## src/rtl/fp_add_sched.sv

```systemverilog
// rtl/fp_add_sched.sv - two-requester scheduler in front of a shared combinational FP adder
// Optional feature: define FP_ADD_SCHED_STATS_EN to add per-requester grant counters.
module fp_add_sched #(
  parameter int EXEC_CYCLES = 2
) (
  input  logic        clk,
  input  logic        rst_n,
  input  logic        req0_valid,
  output logic        req0_ready,
  input  logic [31:0] req0_a,
  input  logic [31:0] req0_b,
  input  logic        req0_sub,
  input  logic        req1_valid,
  output logic        req1_ready,
  input  logic [31:0] req1_a,
  input  logic [31:0] req1_b,
  input  logic        req1_sub,
  output logic [31:0] fpa_a,
  output logic [31:0] fpa_b,
  output logic        fpa_sub,
  input  logic [31:0] fpa_n,
  output logic        rsp_valid,
  input  logic        rsp_ready,
  output logic [31:0] rsp_n,
  output logic        rsp_id,
  output logic        busy
`ifdef FP_ADD_SCHED_STATS_EN
  ,
  output logic [15:0] gnt_cnt0,
  output logic [15:0] gnt_cnt1
`endif
);

  typedef enum logic [1:0] {
    IDLE = 2'd0,
    EXEC = 2'd1,
    RESP = 2'd2
  } state_t;

  // Counter reload value: operands sit on the adder for EXEC_CYCLES cycles.
  localparam logic [2:0] CNT_LOAD = 3'(EXEC_CYCLES - 1);

  state_t      state;
  state_t      state_nxt;
  logic        last_id;
  logic [2:0]  cnt;
  logic [31:0] op_a;
  logic [31:0] op_b;
  logic        op_sub;
  logic        op_id;
  logic        gnt0;
  logic        gnt1;
  logic        acc0;
  logic        acc1;
  logic        accept;

  // Arbitration: a lone requester wins; on contention the one not served last wins.
  always_comb begin
    gnt0 = 1'b0;
    gnt1 = 1'b0;
    if (req0_valid && req1_valid) begin
      gnt0 = last_id;
      gnt1 = ~last_id;
    end else begin
      gnt0 = req0_valid;
      gnt1 = req1_valid;
    end
  end

  // Handshake outputs and status; ready is also held low while reset is asserted.
  always_comb begin
    req0_ready = rst_n && (state == IDLE) && gnt0;
    req1_ready = rst_n && (state == IDLE) && gnt1;
    acc0       = req0_ready && req0_valid;
    acc1       = req1_ready && req1_valid;
    accept     = acc0 || acc1;
    rsp_valid  = (state == RESP);
    busy       = (state != IDLE);
    fpa_a      = op_a;
    fpa_b      = op_b;
    fpa_sub    = op_sub;
  end

  // State register.
  always_ff @(posedge clk or negedge rst_n) begin
    if (!rst_n) begin
      state <= IDLE;
    end else begin
      state <= state_nxt;
    end
  end

  // Next-state logic: accept -> wait out adder latency -> hold until consumed.
  always_comb begin
    state_nxt = state;
    case (state)
      IDLE:    if (accept) state_nxt = EXEC;
      EXEC:    if (cnt == 3'd0) state_nxt = RESP;
      RESP:    if (rsp_ready) state_nxt = IDLE;
      default: state_nxt = IDLE;
    endcase
  end

  // Operand capture on accept, latency countdown and result sampling.
  always_ff @(posedge clk or negedge rst_n) begin
    if (!rst_n) begin
      last_id <= 1'b1;
      cnt     <= 3'd0;
      op_a    <= 32'd0;
      op_b    <= 32'd0;
      op_sub  <= 1'b0;
      op_id   <= 1'b0;
      rsp_n   <= 32'd0;
      rsp_id  <= 1'b0;
    end else begin
      if (state == IDLE && accept) begin
        op_a    <= acc1 ? req1_a : req0_a;
        op_b    <= acc1 ? req1_b : req0_b;
        op_sub  <= acc1 ? req1_sub : req0_sub;
        op_id   <= acc1;
        last_id <= acc1;
        cnt     <= CNT_LOAD;
      end else if (state == EXEC) begin
        if (cnt == 3'd0) begin
          rsp_n  <= fpa_n;
          rsp_id <= op_id;
        end else begin
          cnt <= cnt - 3'd1;
        end
      end
    end
  end

`ifdef FP_ADD_SCHED_STATS_EN
  // Saturating count of accepted handshakes per requester.
  always_ff @(posedge clk or negedge rst_n) begin
    if (!rst_n) begin
      gnt_cnt0 <= 16'd0;
      gnt_cnt1 <= 16'd0;
    end else begin
      if (acc0 && gnt_cnt0 != 16'hFFFF) gnt_cnt0 <= gnt_cnt0 + 16'd1;
      if (acc1 && gnt_cnt1 != 16'hFFFF) gnt_cnt1 <= gnt_cnt1 + 16'd1;
    end
  end
`endif

endmodule

```

## config.mk

```make
export PLATFORM = sky130hd
export DESIGN_NAME = fp_add_sched
export DESIGN_NICKNAME = d
export VERILOG_FILES = /design/src/rtl/fp_add_sched.sv
export SDC_FILE = /design/constraint.sdc
export NUM_CORES = 1
export LEC_CHECK = 0
export ABC_AREA = 1
export CAP_MARGIN = 20
export CORE_UTILIZATION = 38
export CTS_CLUSTER_SIZE = 10
export DETAILED_ROUTE_END_ITERATION = 12
export HOLD_SLACK_MARGIN = 0.03
export PLACE_DENSITY = 0.87
export SYNTH_ARGS = -nofsm -noshare
export SYNTH_HDL_FRONTEND = slang
export SYNTH_SLANG_ARGS = --single-unit
```

## constraint.sdc

```tcl
create_clock -name clk -period 1.7 [get_ports clk]
set_input_delay 0.51 -clock clk [delete_from_list [all_inputs] [get_ports clk]]
set_output_delay 0.51 -clock clk [all_outputs]
set_load 0.1 [all_outputs]
```

# Yosys cells after proc, flatten, opt, wreduce, memory -nomap -nowiden
# Cells that the tools add are included.
# W data, S select, Z words.
# totals
input_bits	167
register_bits	105
word_cells	45
out_inout_bits	102
# op_classes
n_eq_ne	6
n_reduce_logical	15
mux	12
n_addsub	1
n_bitwise	2
# ops
cell	n
$mux W32	2
$mux W3	3
$logic_and A1 B1 Y1	7
$mux W2	3
$pmux W2 S3	1
$reduce_and A3 Y1	2
$ne A2 B1 Y1 const B	2
$ne A2 B2 Y1 const B	2
$reduce_bool A2 Y1	2
$logic_not A3 Y1	1
$mux W1	3
$sub A3 B1 Y3 const B	1
$eq A2 B1 Y1 const B	1
$eq A2 B2 Y1 const B	1
$logic_not A2 Y1	1
$not A1 Y1	2
$reduce_and A2 Y1	1
$logic_or A1 B1 Y1	1

# Longest topological paths before layout
# Gate-level depths: netlist of the first run.
# depth
word_depth	8
depth_mapped	9
depth_no_buf	7

# Worst setup path before layout of the first run
# Ideal clock, no wire load.
# synth_timing
path_kind	reg2out
startpoint	register state[0]
endpoint	output port req1_ready
arrival_ns	1.986
path_stages_with_launch	7
slack_ns	-0.796
path_buffers	1
required_time_ns	1.190
cell_sequence	dfrtp_1 -> inv_2 -> nand2_2 -> nor2_4 -> nand2_4 -> buf_2 -> inv_1
# synth_via
elab_chain_cells	3
# synth_rtl
element	line	rtl
start, declared	43	state_t state;
start signal, assigned	89	state <= state_nxt;
$logic_not A2 Y1	73	req1_ready = rst_n && (state == IDLE) && gnt1;
$logic_and A1 B1 Y1 (2 in series)	73	
end, declared	14	output logic req1_ready,
# No other way between the ends.

# Worst setup path in the final report of the first run
# layout_timing
startpoint	register state[0]
endpoint	output port req0_ready
# layout_via
elab_chain_cells	3
# layout_rtl
element	line	rtl
$logic_not A2 Y1	72	req0_ready = rst_n && (state == IDLE) && gnt0;
$logic_and A1 B1 Y1 (2 in series)	72	
end, declared	9	output logic req0_ready,
# No other way between the ends.

==> run summary, run 1 <==
worst rel slew slack: 38.2%
fmax: 516 MHz
Area growth, synth to finish: 82.6%
gr ovfl total: 0
# diodes: 0
final WL: 19.2 mm
Final Instance Area: 0.0104 mm2
failing checks: setup timing
first-pass GRT wire length: 30.2 mm
Worst Path Buf+Inv: 3
cell count after synthesis: 759
Crit Path Max Fanout: 4
clock root cell: clkbuf_16
placed instance area: 0.00969 mm2
TritonRoute pass-1 iters: 5
sequential share of the synthesized area: 46.2%
post-synthesis adder-cell area fraction: 0.439%
largest area contributor in the netlist: dfrtp_1
io pins: 269
post-synthesis xor/xnor area fraction: 0.154%
post-synthesis mux area share: 0%
minimum clock period: 1.94 ns
clk_skew: 0.00836 ns
Post-synth EDFFs: 0
largest cells by area after synthesis: dfrtp_1 (46%), nand2_1 (18%), nand3_1 (14%), o21bai_1 (8.6%), inv_1 (4.9%)
max_cap viols: 0
DIE WIDTH: 124 um
Synth Area in Compound Gates: 9.05%
main flop type after synthesis: dfrtp_1
critical-path cell list: inv_2 -> nand2_8 -> nor2_4 -> nand2_4 -> clkinvlp_4 -> buf_12
Max clock buf depth: 2
GPL Wtd Cong: 0.788
Via density: 5.06
YS warnings: 0
Residual DRC: 0
DIE AREA: 0.0155 mm2
Startpoint Class: flip-flop
post-route ant nets: 0
Layout Nets: 1191
RSZ-0062 raised after global routing: true
Synth top area share: 45.7%
Initial DRC Count: 310
clock latency on the worst-skew pair: 0.34 ns
largest family of logic cells by synthesized area: simple AND/OR/NAND/NOR gates
worst stage delay on the critical path: 0.39 ns
synthesized area: 0.00569 mm2
unique cell type count in the Yosys netlist: 22
row cnt: 44
final hold viol count: 0
CP required: 1.19 ns
CP arrival: 1.43 ns
Post-DP HPWL: 13.5 mm
status: complete, but fails checks
Clock H-tree levels: 3
Worst Hold Class: input port to asynchronous set/reset pin
dominant delay contributor by cell family on the critical path: flip-flops
clk sinks: 105
Initial Utilization: 39.0%
CP Capture Type: primary output
most common cell in the netlist: nand2_1
final slew viol count: 0
Async SR Flop Fraction: 100%
Seq cells post-synth: 105
global-route usage over all layers: 24.2%
worst slew pin tran: 0.928 ns
Die Height: 124 um
Post-Syn Nets: 928
routed len/inst: 15.9 um
CTS buffer count: 9
syn avg cell area: 7.50 um2
largest net degree at the start of global routing: 72
CTS tree: built
worst r2r path cells: 10
Setup-failing EPs final: 4
clk slew on worst S/H paths: 0.07 ns
kind of critical path: flip-flop to primary output
via count: 6123
Synth Area in Simple Gates: 33.6%
vias in the first global route: 6074
initial antenna violation count: 0
top cells by count, synth: nand2_1 (271), nand3_1 (164), dfrtp_1 (104)
final worst slack: -0.237 ns
hold slack: 0.331 ns
Slowest-stage cell, CP: dfrtp_1
Core Area: 0.0146 mm2
Tcrit/Tclk final: 114%
WP depth: 6
share of cells above drive strength 1: 21.7%
# port buffers: 268
-- per-layer routing --
layer	vias to the layer above	routed length [um]	global-route usage, %
met5	-	0	0
met3	43	1420	6.19
met1	2868	7540	27.8
met4	0	601	11.4
met2	283	9650	41.8
li1	2929	-	-
-- layout by cell type, fill, tap and decap left out, drive strengths merged, types with 2 or more instances in the layout --
cell type	synthesis	routed
clkbuf	19	14
clkinvlp	0	3
buf	40	141
o21ai	2	2
a21oi	2	2
clkdlybuf4s50	0	163
or2	2	2
inv	77	77
ha	2	2
nor2	4	4
dlygate4sd2	0	2
nand3	164	164
o21bai	65	65
nand2	275	276
dfrtp	104	104
-- final timing paths --
path | from | slack [ns] | endpoint
setup / recovery | state[0] | -0.24 | req0_ready
hold / removal | rst_n | 0.33 | cnt[0]
setup reg to reg | state[0] | 0.11 | fpa_b[8]
hold reg to reg | last_id | 0.48 | last_id
max in group asynchronous | rst_n | 0.56 | fpa_a[10]
min in group clk | last_id | 0.48 | last_id
-- metrics by stage --
step           worst slack [ns]  utilization (%)  TNS, ns  cells
2_1_floorplan            -0.280                -   -0.716    759
3_5_place_dp             -0.405             66.4   -21.95   1182
5_1_grt                  -0.315             71.3   -0.783   1210
4_1_cts                  -0.254             68.8   -0.595   1202
3_3_place_gp             -0.413             66.4   -22.12   1182
6_report                 -0.237             71.3   -0.507   1210
-- logic make-up (layout without fill, tap and decap cells) --
family	Yosys count	after routing
AND/OR/NAND/NOR	445	446
buffers and inverters	136	402
flip-flops	105	105
AO/OA/AOI/OAI	70	70
adder cells (fa/ha/maj)	2	2
XOR/XNOR	1	1
-- timing repair --
action / CTS / global route
gates resized for setup: 5 / 64
cloned: 0 / 7
hold buffers: 0 / 0
pin swaps: 5 / 7
setup buffers: 6 / 2
endpoints found under the setup margin: 3 / 69
-- state kept, by name, indices dropped and copies added (netlist names) --
register and count:
op_id 1, fpa_sub 1, rsp_n 32, fpa_b 32, state 2, fpa_a 32, cnt 3, rsp_id 1
last_id 1
-- worst reg2reg max path, stage by stage, from the launching register on --
cell and delay [ns]:
dfrtp_1 0.39, inv_2 0.11, nand2_8 0.06, nor2_4 0.18
nand2_4 0.08, buf_4 0.15, buf_6 0.14, nand2_8 0.12
buf_12 0.17, nand2_4 0.06, nand2_2 0.06
-- area by class of cell --
type | instances | area, um2
clock buffer | 10 | 239
timing repair buffer | 310 | 4250
inverter | 77 | 297
fill | 1002 | 4190
clock inverter | 5 | 63.8
sequential | 105 | 2630
multi-input combinational | 519 | 2690
tap | 184 | 230
Power of run 1 is left out: the tool's default activity adds up to more than one toggle a clock period on the data nets, which glitch-free logic cannot reach.
==> inputs of run 2 (changes only) <==
SLEW_MARGIN = 20   (was default)
==> results of run 2 <==
No change in the layout: final DEF, timing and power equal those of run 1.
Power of run 2 is left out for the same reason.
